## src/rtl/io_ctrl_pkg.sv

```systemverilog
// Shared definitions for the IN/OUT/HALT stall controller and its button debouncer.
package io_ctrl_pkg;

  localparam int unsigned SW_W_DEF   = 16;
  localparam int unsigned DATA_W_DEF = 32;

  typedef enum logic [1:0] {
    RUN        = 2'd0,
    WAIT_PRESS = 2'd1,
    COMMIT     = 2'd2,
    HALTED     = 2'd3
  } io_state_t;

  function automatic int unsigned cnt_width(input int unsigned cycles);
    return (cycles < 2) ? 1 : $clog2(cycles);
  endfunction

endpackage

```

## src/rtl/button_debouncer.sv

```systemverilog
// Synchronizes a raw active-low key and emits a single-cycle pulse on each debounced press.
module button_debouncer
  import io_ctrl_pkg::*;
#(
  parameter int unsigned DEBOUNCE_CYCLES = 50000
) (
  input  logic clock,
  input  logic reset,
  input  logic raw,
  output logic press
);

  localparam int unsigned    CW       = cnt_width(DEBOUNCE_CYCLES);
  localparam logic [CW-1:0]  CNT_LAST = CW'(DEBOUNCE_CYCLES - 1);

  logic [1:0]    sync_q;
  logic [CW-1:0] cnt_q;
  logic          level_q;
  logic          press_q;

  // Pulse is registered alongside the level update so it lands in the first cycle the new level is visible.
  always_ff @(posedge clock or negedge reset) begin
    if (!reset) begin
      sync_q  <= 2'b11;
      cnt_q   <= '0;
      level_q <= 1'b1;
      press_q <= 1'b0;
    end else begin
      sync_q  <= {sync_q[0], raw};
      press_q <= 1'b0;
      if (sync_q[1] == level_q) begin
        cnt_q <= '0;
      end else if (cnt_q == CNT_LAST) begin
        level_q <= sync_q[1];
        cnt_q   <= '0;
        press_q <= ~sync_q[1];
      end else begin
        cnt_q <= cnt_q + CW'(1);
      end
    end
  end

  assign press = press_q;

endmodule

```

## src/rtl/io_stall_controller.sv

```systemverilog
// Stalls the core around IN/HALT, captures switches on a debounced press, and holds OUT data for display.
module io_stall_controller
  import io_ctrl_pkg::*;
#(
  parameter int unsigned DEBOUNCE_CYCLES = 50000,
  parameter int unsigned SW_W            = SW_W_DEF,
  parameter int unsigned DATA_W          = DATA_W_DEF
) (
  input  logic              clock,
  input  logic              reset,
  input  logic              In,
  input  logic              Out,
  input  logic              Halt,
  input  logic              Button,
  input  logic [SW_W-1:0]   Switches,
  input  logic [DATA_W-1:0] OutData,
  output logic              EnableClock,
  output logic [DATA_W-1:0] InData,
  output logic              InValid,
  output logic [DATA_W-1:0] Display,
  output logic              Halted,
  output logic [1:0]        State
);

  io_state_t         state_q, state_d;
  logic              press;
  logic              enable;
  logic [DATA_W-1:0] sw_ext;
  logic [DATA_W-1:0] in_data_q;
  logic [DATA_W-1:0] display_q;

  assign sw_ext = DATA_W'(Switches);

  button_debouncer #(
    .DEBOUNCE_CYCLES(DEBOUNCE_CYCLES)
  ) u_debouncer (
    .clock(clock),
    .reset(reset),
    .raw  (Button),
    .press(press)
  );

  always_ff @(posedge clock or negedge reset) begin
    if (!reset) state_q <= RUN;
    else        state_q <= state_d;
  end

  always_comb begin
    state_d = state_q;
    unique case (state_q)
      RUN: begin
        if (Halt)    state_d = HALTED;
        else if (In) state_d = WAIT_PRESS;
      end
      WAIT_PRESS: if (press) state_d = COMMIT;
      COMMIT:     state_d = RUN;
      HALTED:     state_d = HALTED;
      default:    state_d = RUN;
    endcase
  end

  // Reset gates the enable so nothing advances while the core is held.
  assign enable = reset && (((state_q == RUN) && !In && !Halt) || (state_q == COMMIT));

  always_ff @(posedge clock or negedge reset) begin
    if (!reset) begin
      in_data_q <= '0;
      display_q <= '0;
    end else begin
      if ((state_q == WAIT_PRESS) && press) in_data_q <= sw_ext;
      if (state_q == COMMIT)
        display_q <= sw_ext;
      else if ((state_q == RUN) && Out && !In && enable)
        display_q <= OutData;
    end
  end

  assign EnableClock = enable;
  assign InData      = in_data_q;
  assign InValid     = (state_q == COMMIT);
  assign Display     = display_q;
  assign Halted      = (state_q == HALTED);
  assign State       = state_q;

endmodule

```

## config.mk

```make
export PLATFORM = sky130hd
export DESIGN_NAME = io_stall_controller
export DESIGN_NICKNAME = d
export VERILOG_FILES = /design/src/rtl/io_ctrl_pkg.sv /design/src/rtl/button_debouncer.sv /design/src/rtl/io_stall_controller.sv
export SDC_FILE = /design/constraint.sdc
export NUM_CORES = 1
export LEC_CHECK = 0
export ABC_AREA = 1
export CAP_MARGIN = 15
export CORE_MARGIN = 3
export CORE_UTILIZATION = 45
export CTS_CLUSTER_SIZE = 30
export DETAILED_ROUTE_END_ITERATION = 12
export GPL_ROUTABILITY_DRIVEN = 0
export PLACE_DENSITY = 0.87
export RECOVER_POWER = 100
export SYNTH_ARGS = -nofsm -noshare
export SYNTH_HDL_FRONTEND = slang
export SYNTH_SLANG_ARGS = --single-unit
```

## constraint.sdc

```tcl
create_clock -name clock -period 2.25 [get_ports clock]
set_clock_uncertainty 0.2 [all_clocks]
set_input_delay 0.3375 -clock clock [delete_from_list [all_inputs] [get_ports clock]]
set_output_delay 0.3375 -clock clock [all_outputs]
set_load 0.01 [all_outputs]
```

==> results.py, run 1 <==
metrics = {
    "timing": {
        "worst_slew_pin_slew_ps": 1657,
        "relSlewSlack_pct": -10.48,
        "finalHoldViolCount": 0,
        "period_minus_slack_ps": 2131,
        "timing.final.crit_share_pct": 94.72,
        "drv_slew": 71,
        "max_freq_mhz": 469.2,
        "rsz0062_at_grt": "no",
        "finalSetupViolCount": 0,
        "tns_ps": 0,
    },
    "floorplanning": {
        "core_um2": 7019,
        "start_util_pct": 47.68,
        "placement_rows": 30,
        "die-area_um2": 8508,
        "die_w_um": 92.24,
        "die_h_um": 92.24,
        "ios": 123,
    },
    "global_routing": {
        "track_usage_pct": 22.18,
        "grt_max_degree": 71,
        "grt_pass1_vias": 3078,
        "antenna_found_initial": 0,
        "overflow": 0,
        "grt_pass1_wl_um": 14920,
    },
    "cts": {
        "cts_root_buf": "clkbuf_8",
        "cts_htree_levels": 3,
        "numCtsBuffers": 9,
        "clockBufferDepth": 2,
        "clk_latency_ps": 350,
        "cts_tree": "built",
        "clk_pin_slew_worst_paths_ps": 70,
        "postCtsHoldBufs": 0,
        "cts.sink_count": 70,
    },
    "run_status": {
        "status": "finished with violations",
        "violations": "max-capacitance violations, max-slew violations",
    },
    "yosys": {
        "synth_compound_area_share_pct": 5.720,
        "synthTopCellsByArea": "dfrtp_1, nand2_1, nand3_1",
        "ys_warn_count": 0,
        "muxShareOfSynthArea_pct": 1.346,
        "synth_cell_types": 27,
        "syn_area_um2": 3347,
        "ys_seq_area_share_pct": 52.45,
        "synth-adder-area-share_pct": 1.869,
        "synth_top_cell_by_area": "dfrtp_1",
        "synthesis.instances": 407,
        "avgSynthCellArea_um2": 8.223,
        "synth-xor-area-share_pct": 2.617,
        "ys_ff_latch": 70,
        "synth_top_family_by_area": "simple AND/OR/NAND/NOR gates",
        "synth_top_area_share_pct": 50.09,
        "yosys.area_share.simple_pct": 26.88,
    },
    "setup_path": {
        "path_buf_inv": 2,
        "cp_slowest_cell": "clkdlybuf4s50_1",
        "critPathCaptureType": "output port",
        "critical_path_class": "flop to output port",
        "path_max_fanout": 4,
        "slowest_delay_ps": 490,
        "critPathTopFamily": "buffers and inverters",
        "required_ps": 1710,
        "cp.arrival_ps": 1590,
        "crit_chain": "buf_4 -> ha_1 -> clkdlybuf4s50_1",
        "r2r_setup_slack_ps": 170,
        "start_kind": "flop",
    },
    "cells_and_area": {
        "area.sequential_um2": 1755,
        "multi_input_area_um2": 1344,
        "finalNonFillerCells": 620,
        "final_nets": 578,
        "fillCellCount": 575,
        "antenna_cells": 0,
        "drive_gt1_share_pct": 5.534,
        "syn2layout_area_growth_pct": 38.39,
    },
    "detailed_routing": {
        "drc": 0,
        "drt_iter0_drc": 249,
        "vias": 3096,
        "wl_per_cell_um": 14.17,
        "dr.pass1.iters": 5,
        "drtAntennaViolNets": 0,
        "via_per_inst": 4.994,
        "wl_um": 8787,
    },
    "place": {
        "dp_hpwl_um": 6570,
        "place.port_buffers": 106,
        "place_inst": 603,
    },
    "pwr": {
        "ir_drop_mv": 0.3793,
        "p_leak_nw": 2.318,
        "cellPowerDensity_nw_per_um2": 536.1,
    },
    "hold_path": {
        "hp-class": "flop to flop",
    },
    "run": {
        "cap_violations": 1,
    },
}
==> power breakdown <==
part | switching, mW | internal, mW | total, mW
clock network | 0.470 | 0.503 | 0.973
registers | 0.0150 | 1.28 | 1.29
logic | 0.0959 | 0.119 | 0.215
total | 0.581 | 1.90 | 2.48
==> metrics by stage <==
step | area (um2) | hold WS (ps) | setup WS [ps] | power [mW] | util [%]
2_1_floorplan | 3403 | -158.1 | 341.8 | 1.398 | -
3_3_place_gp | 4458 | 145.4 | 83.21 | 1.537 | 63.51
3_5_place_dp | 4458 | 158.6 | 18.48 | 1.543 | 63.51
5_1_grt | 4632 | 169.0 | 25.24 | 2.599 | 65.99
4_1_cts | 4654 | 78.10 | 63.66 | 2.522 | 66.31
6_report | 4632 | 160.6 | 118.8 | 2.483 | 65.99
==> path summary, 6_finish.rpt <==
path                                            startpoint                         endpoint  cells after the start
min                        u_debouncer.sync_q[0]$_DFF_PN1_  u_debouncer.sync_q[1]$_DFF_PN1_                      0
min in group asynchronous                            reset   u_debouncer.cnt_q[8]$_DFF_PN0_                      2
max reg2reg                           State[1]$_DFFE_PN0P_          Display[26]$_DFFE_PN0P_                      9
max                                   State[0]$_DFFE_PN0P_                           Halted                      3
min reg2reg                u_debouncer.sync_q[0]$_DFF_PN1_  u_debouncer.sync_q[1]$_DFF_PN1_                      0
max in group asynchronous                            reset           Display[4]$_DFFE_PN0P_                      2
==> placed cells by master, fill, tap and decap left out <==
cell / Yosys / layout
buf_4: 16 / 5
nand2_4: 1 / 1
dfrtp_1: 67 / 67
dlygate4sd2_1: 0 / 1
clkbuf_2: 0 / 3
nand3_1: 43 / 43
o21ai_0: 21 / 25
clkinv_1: 0 / 1
o21ai_1: 8 / 4
a21boi_2: 1 / 1
clkdlybuf4s50_1: 0 / 52
inv_1: 28 / 30
nor2_1: 38 / 38
xor2_1: 9 / 9
mux2_1: 4 / 4
conb_1: 1 / 16
o21bai_1: 2 / 2
nand4_1: 2 / 2
bufinv_16: 0 / 1
nand2_1: 133 / 134
clkbuf_8: 0 / 9
clkbuf_1: 4 / 3
nand3b_1: 1 / 1
clkinvlp_4: 0 / 2
dlygate4sd3_1: 0 / 51
inv_2: 4 / 1
nor3_1: 1 / 1
ha_1: 5 / 5
a21oi_1: 4 / 4
dfstp_1: 0 / 1
xnor2_1: 1 / 1
dfstp_2: 3 / 2
clkinv_2: 0 / 4
==> synthesized netlist by cell type <==
cell,count
a21boi_2,1
a21oi_1,4
buf_1,4
buf_2,4
buf_4,16
buf_6,1
clkbuf_1,4
conb_1,1
dfrtp_1,67
dfstp_2,3
ha_1,5
inv_1,28
inv_2,4
mux2_1,4
nand2_1,133
nand2_2,1
nand2_4,1
nand3_1,43
nand3b_1,1
nand4_1,2
nor2_1,38
nor3_1,1
o21ai_0,21
o21ai_1,8
o21bai_1,2
xnor2_1,1
xor2_1,9
==> metal layers <==
| metal | track usage (%) | up-vias | share of wire (%) |
|---|---|---|---|
| met3 | 6.399 | 23 | 8.6 |
| met5 | 0 | - | 0 |
| met2 | 37.65 | 157 | 49 |
| li1 | - | 1476 | - |
| met4 | 9.282 | 0 | 2.9 |
| met1 | 26.28 | 1440 | 39 |
==> what timing repair did <==
item / CTS / global route
setup buffers: 1 / 0
hold endpoints to repair: 0 / 0
gates cloned: 0 / 0
resized for setup: 3 / 2
endpoints found under the setup margin: 2 / 1
==> kinds of logic (layout without fill, tap and decap cells) <==
kind of cell / Yosys count / in the layout
and+or+nand+nor: 220 / 220
DFF: 70 / 70
buffers and inverters: 61 / 163
AOI/OAI and AO/OA: 36 / 36
xor gates and xnor gates: 10 / 10
adders and majority gates: 5 / 5
muxes: 4 / 4
other: 1 / 16
==> cell type report <==
cell class | instances | area share [%]
clock buffers | 9 | 2.674
clock inverters | 7 | 1.405
inverters | 32 | 2.593
multi-input cells | 291 | 29.01
flip-flops and latches | 70 | 37.90
well taps | 96 | 2.593
repair buffers | 115 | 23.83
==> flip-flops by register name, summed over array words and instances, names as in the netlist <==
| name | cells |
|---|---|
| State | 2 |
| u_debouncer.cnt_q | 16 |
| u_debouncer.level_q | 1 |
| Display | 32 |
| u_debouncer.sync_q | 2 |
| u_debouncer.press | 1 |
| InData | 16 |
No activity file was read; power rests on OpenSTA's default activity.
==> inputs of run 2 (changes only) <==
- GPL_TIMING_DRIVEN: not set -> 0
==> run 2 against run 1 <==
  * Critical path type unchanged
  * Non-clock buffer count rose by 21
  * Design area rose by 3.6%
  * Core utilization rose by 2.4 points
  * Sequential power barely moved
  * The flow finishes with violations (negative hold slack)
  * Hold slack got worse by 380 ps
  * Count of clock-buffer cells in the layout rose by 2
  * Via count rose by 1.1%
  * Largest cell class unchanged
  * Maximum frequency fell by 1.4%
  * Routed wire length rose by 0.11%
  * Sequential share of layout area fell by 1.3 points
==> results.py, run 2 (same netlist as run 1, synthesis figures left out) <==
metrics = {
    "cells_and_area": {
        "fillCellCount": 575,
        "antenna_cells": 0,
        "final_nets": 599,
        "finalNonFillerCells": 641,
        "drive_gt1_share_pct": 8.807,
        "layout_commonest_cell": "nand2_1",
        "syn2layout_area_growth_pct": 43.36,
        "largest_reg_flops": 32,
        "mostFrequentLayoutCells": "nand2_1, dfrtp_1, clkdlybuf4s50_1",
        "utilization_pct": 68.36,
    },
    "cts": {
        "cts_tree": "built",
        "cts_htree_levels": 3,
        "clk_latency_ps": 350,
        "clk_pin_slew_worst_paths_ps": 80,
        "numCtsBuffers": 9,
        "clockBufferDepth": 2,
        "cts_root_buf": "clkbuf_8",
        "cts.sink_count": 70,
    },
    "run": {
        "cap_violations": 0,
    },
    "setup_path": {
        "r2r_start": "State[0]$_DFFE_PN0P_",
        "critPathCaptureType": "output port",
        "start_kind": "flop",
        "required_ps": 1710,
        "critical_path_class": "flop to output port",
        "cp.arrival_ps": 1620,
        "path_max_fanout": 3,
        "r2r_setup_slack_ps": 150,
        "worstSetupStartpoint": "State[1]$_DFFE_PN0P_",
    },
    "pwr": {
        "cellPowerDensity_nw_per_um2": 513.7,
        "p_leak_nw": 2.401,
        "ir_drop_mv": 0.3104,
    },
    "hold_path": {
        "hp-class": "input pin to async pin",
    },
    "place": {
        "place.port_buffers": 106,
        "place_ws_ps": -270.8,
        "place_inst": 624,
        "dp_hpwl_um": 6577,
    },
    "timing": {
        "relSlewSlack_pct": 57.93,
        "finalHoldViolCount": 67,
        "worst_slack_ps": 88.76,
        "rsz0062_at_grt": "no",
        "tns_ps": 0,
        "drv_slew": 0,
        "period_minus_slack_ps": 2161,
        "finalSetupViolCount": 0,
        "max_freq_mhz": 462.7,
        "timing.final.crit_share_pct": 96.06,
        "worst_slew_pin_slew_ps": 631.1,
        "whs_ps": -214.6,
    },
    "detailed_routing": {
        "drc": 0,
        "drtAntennaViolNets": 0,
        "vias": 3131,
        "via_per_inst": 4.885,
        "wl_per_cell_um": 13.72,
        "wl_um": 8797,
        "drt_iter0_drc": 215,
        "dr.pass1.iters": 5,
    },
    "global_routing": {
        "grt_pass1_vias": 3002,
        "grt_max_degree": 73,
        "antenna_found_initial": 0,
        "overflow": 0,
        "track_usage_pct": 21.40,
        "grt_pass1_wl_um": 14410,
    },
    "floorplanning": {
        "placement_rows": 30,
        "ios": 123,
        "die_w_um": 92.24,
        "start_util_pct": 47.68,
        "core_um2": 7019,
        "die-area_um2": 8508,
        "die_h_um": 92.24,
    },
    "run_status": {
        "status": "finished with violations",
        "violations": "negative hold slack",
    },
}
[run 2: changes by cell type in the layout (fill, tap and decap cells not counted), sizes merged]
cell	before	now
clkdlybuf4s50	52	53
dlygate4sd2	1	0
clkdlybuf4s15	0	1
buf	5	23
bufinv	1	0
clkbuf	15	19
clkinv	5	4
[run 2: metrics by stage]
stage / power (mW) / instance area [um2]
5_1_grt: 2.557 / 4798
3_3_place_gp: 1.558 / 4584
6_report: 2.465 / 4798
2_1_floorplan: 1.398 / 3403
4_1_cts: 2.493 / 4782
3_5_place_dp: 1.562 / 4582
[run 2: worst max-delay path: stages (launching register included)]
cell             delay (ps)
dfrtp_2                 440
buf_4                   150
ha_1                    200
clkdlybuf4s50_1         480
[run 2: path summary, 6_finish.rpt]
| check | end | depth (start not counted) |
|---|---|---|
| worst min-delay path | Display[4]$_DFFE_PN0P_ | 1 |
| min in group clock | u_debouncer.sync_q[1]$_DFF_PN1_ | 0 |
| worst min register to register | u_debouncer.sync_q[1]$_DFF_PN1_ | 0 |
| max in group asynchronous | State[1]$_DFFE_PN0P_ | 1 |
| worst max-delay path | Halted | 3 |
| worst max register to register | Display[30]$_DFFE_PN0P_ | 8 |
[run 2: area by class of cell]
cell class / instances / area [um2] / area share [%]
Tap cell: 96 / 120.1 / 2.503
Multi-Input combinational cell: 291 / 1366 / 28.47
Clock inverter: 5 / 33.78 / 0.7040
Sequential cell: 70 / 1757 / 36.61
Buffer: 29 / 178.9 / 3.729
Timing Repair Buffer: 107 / 1071 / 22.32
Inverter: 32 / 120.1 / 2.503
Clock buffer: 11 / 151.4 / 3.155
[run 2: layer usage]
| metal | GRT usage [%] | wire length, um | up-vias | share of wire [%] |
|---|---|---|---|---|
| met4 | 8.787 | 208 | 0 | 2.4 |
| met1 | 28.04 | 3803 | 1461 | 43 |
| li1 | - | - | 1511 | - |
| met3 | 4.922 | 576 | 22 | 6.5 |
| met2 | 34.25 | 4208 | 137 | 48 |
| met5 | 0 | 0 | - | 0 |
[run 2: repair_timing]
item                       CTS  global route
gates resized for setup      6             4
hold endpoints to repair    67            67
setup buffers                0             1
setup endpoints to repair    2             2
[run 2: report_power, final]
part,internal (mW),leakage (nW),switching [mW]
Sequential,1.28,0.854,0.0148
Combinational,0.138,1.46,0.0996
Clock,0.457,0.0913,0.475
Total,1.88,2.40,0.590
